$ cat config.mk
export PLATFORM = sky130hd
export DESIGN_NAME = mult_switch_seq
export DESIGN_NICKNAME = d
export VERILOG_FILES = /design/src/rtl/mult_switch_seq.sv
export SDC_FILE = /design/constraint.sdc
export NUM_CORES = 1
export LEC_CHECK = 0
export ABC_AREA = 1
export CORE_MARGIN = 1.5
export CORE_UTILIZATION = 38
export CTS_BUF_LIST = sky130_fd_sc_hd__clkbuf_4
export CTS_CLUSTER_SIZE = 24
export DETAILED_ROUTE_END_ITERATION = 6
export GPL_TIMING_DRIVEN = 0
export PLACE_DENSITY = 0.74
export SYNTH_ARGS = -nofsm -noshare
export SYNTH_HDL_FRONTEND = slang
export SYNTH_SLANG_ARGS = --single-unit
$ cat constraint.sdc
create_clock -name CLK -period 14.4 [get_ports CLK]
set_input_delay 3.6 -clock CLK [delete_from_list [all_inputs] [get_ports CLK]]
set_output_delay 3.6 -clock CLK [all_outputs]
set_load 0.02 [all_outputs]
$ cat src/rtl/mult_switch_seq.sv
// Job sequencer for a row of multiplier switches: loads one stationary operand per
// switch, broadcasts the streaming vectors, then waits for every product to come back.
module mult_switch_seq #(
    parameter int NUM_MS       = 8,
    parameter int IN_DATA_TYPE = 16,
    parameter int CNT_W        = 8
) (
    input  logic                           CLK,
    input  logic                           rst,
    input  logic                           i_start,
    input  logic [CNT_W-1:0]               i_num_stream,
    input  logic                           i_ld_valid,
    input  logic [IN_DATA_TYPE-1:0]        i_ld_data,
    output logic                           o_ld_ready,
    input  logic                           i_st_valid,
    input  logic [NUM_MS*IN_DATA_TYPE-1:0] i_st_data,
    output logic                           o_st_ready,
    output logic [NUM_MS-1:0]              o_ms_valid,
    output logic [NUM_MS-1:0]              o_ms_stationary,
    output logic [NUM_MS*IN_DATA_TYPE-1:0] o_ms_data,
    input  logic [NUM_MS-1:0]              i_ms_ovalid,
    output logic                           o_busy,
    output logic                           o_done,
    output logic                           o_err
);

    localparam int IDX_W = $clog2(NUM_MS);
    localparam int DW    = NUM_MS * IN_DATA_TYPE;
    localparam logic [IDX_W-1:0]  LAST_IDX = IDX_W'(NUM_MS - 1);
    localparam logic [IDX_W-1:0]  IDX_ONE  = {{(IDX_W-1){1'b0}}, 1'b1};
    localparam logic [CNT_W-1:0]  CNT_ONE  = {{(CNT_W-1){1'b0}}, 1'b1};
    localparam logic [CNT_W-1:0]  CNT_ZERO = {CNT_W{1'b0}};
    localparam logic [NUM_MS-1:0] LANE0    = {{(NUM_MS-1){1'b0}}, 1'b1};

    typedef enum logic [2:0] {
        S_IDLE   = 3'd0,
        S_LOAD   = 3'd1,
        S_STREAM = 3'd2,
        S_DRAIN  = 3'd3,
        S_DONE   = 3'd4
    } state_t;

    state_t             state_q, state_d;
    logic [CNT_W-1:0]   num_q, num_d;
    logic [CNT_W-1:0]   issue_cnt_q, issue_cnt_d;
    logic [CNT_W-1:0]   ret_cnt_q, ret_cnt_d;
    logic [IDX_W-1:0]   ld_idx_q, ld_idx_d;
    logic               err_q, err_d;
    logic [NUM_MS-1:0]  ms_valid_q, ms_valid_d;
    logic [NUM_MS-1:0]  ms_stat_q, ms_stat_d;
    logic [DW-1:0]      ms_data_q, ms_data_d;

    logic               ld_acc;
    logic               st_acc;
    logic               ret_inc;
    logic               err_clr;
    logic [CNT_W-1:0]   ret_next;

    // A healthy row returns products on every lane together; anything else is a fault.
    function automatic logic lanes_disagree(input logic [NUM_MS-1:0] v);
        return (v != {NUM_MS{1'b0}}) && (v != {NUM_MS{1'b1}});
    endfunction

    assign o_ld_ready      = (state_q == S_LOAD);
    assign o_st_ready      = (state_q == S_STREAM);
    assign o_busy          = (state_q != S_IDLE);
    assign o_done          = (state_q == S_DONE);
    assign o_err           = err_q;
    assign o_ms_valid      = ms_valid_q;
    assign o_ms_stationary = ms_stat_q;
    assign o_ms_data       = ms_data_q;

    assign ld_acc   = o_ld_ready & i_ld_valid;
    assign st_acc   = o_st_ready & i_st_valid;
    // Products can already return while later vectors are still streaming.
    assign ret_inc  = ((state_q == S_STREAM) || (state_q == S_DRAIN)) & i_ms_ovalid[0];
    assign ret_next = ret_cnt_q + {{(CNT_W-1){1'b0}}, ret_inc};

    // Next-state, counters and the one-cycle switch-row drive.
    always_comb begin
        state_d     = state_q;
        num_d       = num_q;
        issue_cnt_d = issue_cnt_q;
        ret_cnt_d   = ret_cnt_q;
        ld_idx_d    = ld_idx_q;
        err_clr     = 1'b0;
        ms_valid_d  = {NUM_MS{1'b0}};
        ms_stat_d   = {NUM_MS{1'b0}};
        ms_data_d   = {DW{1'b0}};

        case (state_q)
            S_IDLE: begin
                if (i_start) begin
                    state_d     = S_LOAD;
                    num_d       = i_num_stream;
                    issue_cnt_d = CNT_ZERO;
                    ret_cnt_d   = CNT_ZERO;
                    ld_idx_d    = {IDX_W{1'b0}};
                    err_clr     = 1'b1;
                end else begin
                    state_d = S_IDLE;
                end
            end
            S_LOAD: begin
                if (ld_acc) begin
                    ms_valid_d = LANE0 << ld_idx_q;
                    ms_stat_d  = LANE0 << ld_idx_q;
                    ms_data_d  = {NUM_MS{i_ld_data}};
                    if (ld_idx_q == LAST_IDX) begin
                        state_d = (num_q == CNT_ZERO) ? S_DONE : S_STREAM;
                    end else begin
                        ld_idx_d = ld_idx_q + IDX_ONE;
                    end
                end else begin
                    state_d = S_LOAD;
                end
            end
            S_STREAM: begin
                ret_cnt_d = ret_next;
                if (st_acc) begin
                    ms_valid_d  = {NUM_MS{1'b1}};
                    ms_data_d   = i_st_data;
                    issue_cnt_d = issue_cnt_q + CNT_ONE;
                    if (issue_cnt_q == (num_q - CNT_ONE)) begin
                        state_d = S_DRAIN;
                    end else begin
                        state_d = S_STREAM;
                    end
                end else begin
                    state_d = S_STREAM;
                end
            end
            S_DRAIN: begin
                ret_cnt_d = ret_next;
                // >= covers the case where every product arrived during streaming.
                if (ret_next >= num_q) begin
                    state_d = S_DONE;
                end else begin
                    state_d = S_DRAIN;
                end
            end
            S_DONE: begin
                state_d = S_IDLE;
            end
            default: begin
                state_d = S_IDLE;
            end
        endcase

        err_d = (err_clr ? 1'b0 : err_q) | lanes_disagree(i_ms_ovalid);
    end

    // State, counters, sticky error and registered switch-row outputs.
    always_ff @(posedge CLK or posedge rst) begin
        if (rst) begin
            state_q     <= S_IDLE;
            num_q       <= CNT_ZERO;
            issue_cnt_q <= CNT_ZERO;
            ret_cnt_q   <= CNT_ZERO;
            ld_idx_q    <= {IDX_W{1'b0}};
            err_q       <= 1'b0;
            ms_valid_q  <= {NUM_MS{1'b0}};
            ms_stat_q   <= {NUM_MS{1'b0}};
            ms_data_q   <= {DW{1'b0}};
        end else begin
            state_q     <= state_d;
            num_q       <= num_d;
            issue_cnt_q <= issue_cnt_d;
            ret_cnt_q   <= ret_cnt_d;
            ld_idx_q    <= ld_idx_d;
            err_q       <= err_d;
            ms_valid_q  <= ms_valid_d;
            ms_stat_q   <= ms_stat_d;
            ms_data_q   <= ms_data_d;
        end
    end

endmodule

==> impl_metrics.env, run 1 <==
export IMPL_outcome="completed"
export IMPL_syn_nets=923
export IMPL_holdBufCountCts=0
export IMPL_wl_per_cell_um=17.4
export IMPL_netlist_area_sq_um=6950
export IMPL_peakVddDrop_uv=75.6
export IMPL_path_buf_inv=3
export IMPL_cp_required_ns=14.89
export IMPL_fin_util_pct=59.5
export IMPL_ys_top_cells_by_area="dfrtp_1 (63%), nand2_1 (18%), ha_1 (3.2%)"
export IMPL_cts_resized=0
export IMPL_gr_total_overflow=0
export IMPL_cts_sinks=175
export IMPL_start_util_pct=38.7
export IMPL_power_density_nw_per_um2=160
export IMPL_htree_levels=4
export IMPL_worstPathCellList="clkdlybuf4s50_1, inv_1, nor2_1, ha_1, ha_1, nand2_1, inv_1, nand2_1, nor3_1, xor2_1, ha_1, nand2_1, nor2_1, nor3_1, nand4_1, a21oi_1"
export IMPL_max_slew_margin_rel_pct=64.2
export IMPL_drcViolationCount=0
export IMPL_areaGrowthSynthToFinish_pct=53.8
export IMPL_critical_path_max_stage_delay_ns=0.51
export IMPL_rows=49
export IMPL_layout_common_cells="nand2_1 (338), clkdlybuf4s50_1 (313), dfrtp_1 (175)"
export IMPL_grtUsageTotal_pct=24.4
export IMPL_synth_cell_types=28
export IMPL_fin_crit_sh_pct=39.9
export IMPL_drive_gt1_share_pct=6.81
export IMPL_firstDrtPassIters=5
export IMPL_drv_slew=0
export IMPL_drt_wl_total_mm=22.9
export IMPL_syn_inst=740
export IMPL_leakage_nw=5.55
export IMPL_core_area_sq_um=18000
export IMPL_insertion_delay_ns=0.57
export IMPL_worst_pin_slew_ns=0.537
export IMPL_grt_setup_unrepaired="false"
export IMPL_fin_nets=1256
export IMPL_setup_tns_ns=0
export IMPL_critPathCaptureType="flop"
export IMPL_via_per_inst=4.71
export IMPL_grt_pass1_vias=6245
export IMPL_avgSynthCellArea_sq_um=9.40
export IMPL_clk_path_buf_depth=2
export IMPL_io_buffer_count=313
export IMPL_cp_arrival_ns=6.24
export IMPL_cts_root_buf="clkbuf_4"
export IMPL_max_freq_mhz=174
export IMPL_crit_type="in2reg"
export IMPL_synth_seq_cells=175
export IMPL_setup_violations=0
export IMPL_ys_warnings_count=0
export IMPL_grt_max_degree=101
export IMPL_routed_via_count=6203
export IMPL_cts_clk_slew_worst_paths_ns=0.13
export IMPL_worst_clock_skew_ns=0.0207
export IMPL_die_height_um=138
export IMPL_crit_path_top_delay_cell="clkdlybuf4s50_1"
export IMPL_dieWidth_um=138
export IMPL_grt_pass1_wl_mm=35.3
export IMPL_min_period_ns=5.75
export IMPL_hold_viol_final=0
export IMPL_hpwl_mm=17.2
export IMPL_synth_top_cell_area_share_pct=63.0
export IMPL_layout_commonest_cell="nand2_1"
export IMPL_path_max_fanout=3
export IMPL_antenna_found_initial=2
export IMPL_netlist_top_cell_by_area="dfrtp_1"
export IMPL_die_area_sq_um=19100
export IMPL_postCtsSetupBuffers=0
export IMPL_cts_buffers=17
export IMPL_first_iter_violations=337
export IMPL_crit_family="simple AND/OR/NAND/NOR gates"
export IMPL_final_antenna_net_count=0
export IMPL_maxCapViolations=0
export IMPL_io_pins=314
export IMPL_start_kind="input pin"
export IMPL_gp_congestion=0.913
export IMPL_min_path_type="reg2reg"
export IMPL_tritoncts="yes"
export IMPL_yosysSeqAreaShare_pct=63.0
cell families (layout without fill, tap and decap cells):
kind of cell	Yosys count	in the layout	share of synthesized area [%]
AND/OR/NAND/NOR	426	426	25.0
XOR/XNOR	10	10	1.26
other	0	1	0
AO/OA/AOI/OAI	39	39	3.04
adder cells (fa/ha/maj)	18	18	3.24
flip-flops	175	175	63.0
buffers and inverters	72	418	4.44
routing by layer:
metal / wire length [um] / vias up / GRT usage [%]
met5: 0 / - / 0
met2: 11000 / 267 / 39.9
met3: 1560 / 41 / 6.65
met4: 804 / 0 / 10.7
met1: 9470 / 2936 / 30.5
li1: - / 2959 / -
tightest hold or removal path, cell delays in order (launching register included):
cell	delay, ns
dfrtp_1	0.38
nand2_1	0.06
nand2_1	0.05
through the flow:
stage	setup WS (ns)	cells	power [mW]	area [sq um]	hold WS (ns)
3_3_place_gp	3.72	1282	1.43	10400	0.468
2_1_floorplan	6.05	740	1.06	6950	0.484
3_5_place_dp	8.09	1283	1.44	10400	0.475
6_report	8.65	1316	1.72	10700	0.513
4_1_cts	8.69	1315	1.73	10700	0.511
5_1_grt	8.42	1316	1.82	10700	0.545
sequential cells by signal (all words and copies together), names as in the netlist:
signal / cells
o_err: 1
o_ms_data: 128
num_q: 8
ret_cnt_q: 8
o_ms_stationary: 8
state_q: 3
o_ms_valid: 8
issue_cnt_q: 8
ld_idx_q: 3
worst paths after layout:
check                      slack [ns]      startpoint  cells past startpoint            end
max in group asynchronous       10.04             rst                      3  o_ms_data[79]
max reg2reg                     11.33      state_q[2]                     17     state_q[1]
min                              0.51           o_err                      2          o_err
min reg2reg                      0.51           o_err                      2          o_err
min in group asynchronous        3.47             rst                      2  o_ms_data[83]
max                              8.65  i_ms_ovalid[0]                     16     state_q[1]
where the power goes:
| group | total, mW | leakage, nW | internal (mW) | switching [mW] |
|---|---|---|---|---|
| registers | 0.666 | 2.35 | 0.612 | 0.0536 |
| clock network | 0.286 | 0.155 | 0.111 | 0.176 |
| logic | 0.764 | 3.05 | 0.315 | 0.448 |
| total | 1.72 | 5.55 | 1.04 | 0.677 |
synth_stat cells:
cell type and n:
nor4_1 2, ha_1 18, nor3_4 1, inv_1 49, nor2_4 2, nor2_1 33, nor2_2 1, nand4_1 7
nand2_8 1, buf_4 1, a21oi_1 7, dfrtp_1 175, buf_2 15, a21oi_2 1, or2_2 1, clkinv_2 1
a211oi_2 1, nand2_4 1, inv_2 3, nand2_2 11, nand2_1 338, nand3_1 20, nor3_1 8, xor2_1 10
clkbuf_1 1, o21ai_0 26, buf_6 2, o22ai_1 4
cell type report:
type	count	area, sq um
Buffer	19	109
Fill cell	1575	7270
Multi-Input combinational cell	493	2260
Clock inverter	12	135
Clock buffer	20	150
Sequential cell	175	4380
Antenna cell	1	2.50
Inverter	53	208
Timing Repair Buffer	314	3160
Tap cell	229	287
Power figures use the tool's default switching activity.
==> run 2: changes to the inputs <==
Clock period 14.4 ns to 5.84 ns, I/O delays scaled along.
==> run 2 against run 1 <==
Count of clock-buffer cells in the layout fell by 3; design area rose by 0.41%; power increased by 150%; die area unchanged; clock skew fell by 0.0059 ns; clock power rose by 140%; flip-flop and latch count stayed put; worst setup slack lost 6.4 ns; critical path type unchanged; largest cell class unchanged.
==> impl_metrics.env, run 2 (synthesis results as in run 1) <==
export IMPL_cts_root_buf="clkbuf_4"
export IMPL_gr_total_overflow=0
export IMPL_min_path_type="reg2reg"
export IMPL_netSwitchingPower_mw=1.70
export IMPL_clk_path_buf_depth=2
export IMPL_cts_buffers=17
export IMPL_critPathCaptureType="flop"
export IMPL_seqCellArea_sq_um=4380
export IMPL_grt_pass1_wl_mm=35.4
export IMPL_met3_usage_pct=8.21
export IMPL_htree_levels=4
export IMPL_core_area_sq_um=18000
export IMPL_fin_crit_sh_pct=61.9
export IMPL_grt_pass1_vias=6142
export IMPL_crit_type="in2reg"
export IMPL_max_freq_mhz=277
export IMPL_tritoncts="yes"
export IMPL_postCtsSetupBuffers=0
export IMPL_drv_slew=0
export IMPL_worstPathCellList="clkdlybuf4s50_1, inv_1, nor2_1, ha_1, ha_1, nand2_1, inv_1, nand2_1, nor3_1, xor2_1, ha_1, nand2_1, nor2_1, nor3_1, nand4_1, a21oi_1"
export IMPL_wl_per_cell_um=17.5
export IMPL_io_pins=314
export IMPL_min_period_ns=3.61
export IMPL_areaGrowthSynthToFinish_pct=54.5
export IMPL_io_buffer_count=313
export IMPL_setup_violations=0
export IMPL_routed_via_count=6213
export IMPL_power_density_nw_per_um2=393
export IMPL_globalRoute_busiestLayer="met2"
export IMPL_worst_pin_slew_ns=0.711
export IMPL_p_comb_share_pct=44.7
export IMPL_hpwl_mm=17.7
export IMPL_antenna_found_initial=1
export IMPL_fin_nets=1259
export IMPL_p_seq_share_pct=38.8
export IMPL_crit_path_top_delay_cell="clkdlybuf4s50_1"
export IMPL_layout_commonest_cell="nand2_1"
export IMPL_cts_resized=0
export IMPL_nFillCells=1566
export IMPL_gp_congestion=0.888
export IMPL_cp_arrival_ns=4.12
export IMPL_firstDrtPassIters=4
export IMPL_final_cells=1319
export IMPL_rows=49
export IMPL_critical_path_max_stage_delay_ns=0.50
export IMPL_multiInputGateArea_sq_um=2260
export IMPL_preCtsSetupSlack_ns=1.64
export IMPL_placed_cells=1286
export IMPL_cts_clk_slew_worst_paths_ns=0.15
export IMPL_start_kind="input pin"
export IMPL_p_clk_share_pct=16.4
export IMPL_dieWidth_um=138
export IMPL_maxCapViolations=0
export IMPL_via_per_inst=4.71
export IMPL_leakage_nw=5.56
export IMPL_internal_power_mw=2.52
export IMPL_start_util_pct=38.7
export IMPL_grtUsageMet1_pct=29.7
export IMPL_max_slew_margin_rel_pct=52.5
export IMPL_grt_setup_unrepaired="false"
export IMPL_netSwitchingFraction_pct=40.3
export IMPL_cts_sinks=175
export IMPL_drcViolationCount=0
export IMPL_peakVddDrop_uv=201
export IMPL_worst_clock_skew_ns=0.0148
export IMPL_hold_viol_final=0
export IMPL_outcome="completed"
export IMPL_setup_slack_ns=2.23
export IMPL_final_antenna_net_count=0
export IMPL_largest_reg_flops=128
export IMPL_die_area_sq_um=19100
export IMPL_setup_tns_ns=0
export IMPL_path_max_fanout=3
export IMPL_drt_wl_total_mm=23.1
export IMPL_cp_required_ns=6.35
export IMPL_drive_gt1_share_pct=7.16
export IMPL_holdBufCountCts=0
export IMPL_grt_max_degree=43
export IMPL_layout_common_cells="nand2_1 (338), clkdlybuf4s50_1 (313), dfrtp_1 (175)"
export IMPL_first_iter_violations=268
export IMPL_gr_usage_met2_pct=39.5
export IMPL_fin_util_pct=59.8
export IMPL_grtUsageTotal_pct=24.7
export IMPL_die_height_um=138
export IMPL_insertion_delay_ns=0.58
run 2: final timing paths:
check	end	startpoint	slack (ns)	cells past startpoint
min in group asynchronous	o_ms_data[89]	rst	1.32	2
max in group asynchronous	num_q[3]	rst	3.62	4
setup / recovery	state_q[1]	i_ms_ovalid[0]	2.23	16
hold reg to reg	o_err	o_err	0.51	2
setup reg to reg	state_q[1]	state_q[2]	2.70	17
hold / removal	o_err	o_err	0.51	2
run 2: per-stage QoR:
| step | hold WS, ns | cell area [sq um] | power, mW |
|---|---|---|---|
| finish | 0.507 | 10700 | 4.22 |
| global route | 0.571 | 10700 | 4.48 |
| CTS | 0.508 | 10700 | 4.25 |
| detailed placement | 0.475 | 10500 | 3.55 |
| global placement | 0.463 | 10400 | 3.51 |
| floorplan | 0.484 | 6960 | 2.62 |
run 2: power groups by stage:
stage / registers (mW) / logic [mW] / clock network [mW]
detailed placement: 1.67 / 1.89 / 0
global route: 1.67 / 2.04 / 0.766
global placement: 1.66 / 1.85 / 0
floorplan: 1.98 / 0.640 / 0
finish: 1.64 / 1.89 / 0.694
CTS: 1.64 / 1.90 / 0.716
run 2: routing by layer:
metal | part of all wire [%] | vias up
met5 | 0 | -
li1 | - | 2954
met2 | 47 | 269
met3 | 7.3 | 53
met1 | 41 | 2937
met4 | 4.1 | 0
run 2: cell type report:
type / count / share of cell area, %
antenna: 1 / 0.0233
buffer: 19 / 1.01
clock buffer: 17 / 1.19
clock inverter: 15 / 1.42
inverter: 53 / 1.90
multi-input combinational: 493 / 21.1
sequential: 175 / 40.8
tap: 229 / 2.67
timing repair buffer: 317 / 29.9
run 2: worst max-delay path, delay by kind of cell:
kind                     cells  cell delay [ns]
buffers and inverters        3             0.62
XOR/XNOR                     1             0.25
adder cells (fa/ha/maj)      3             0.62
AND/OR/NAND/NOR              8             1.01
AO/OA/AOI/OAI                1             0.16
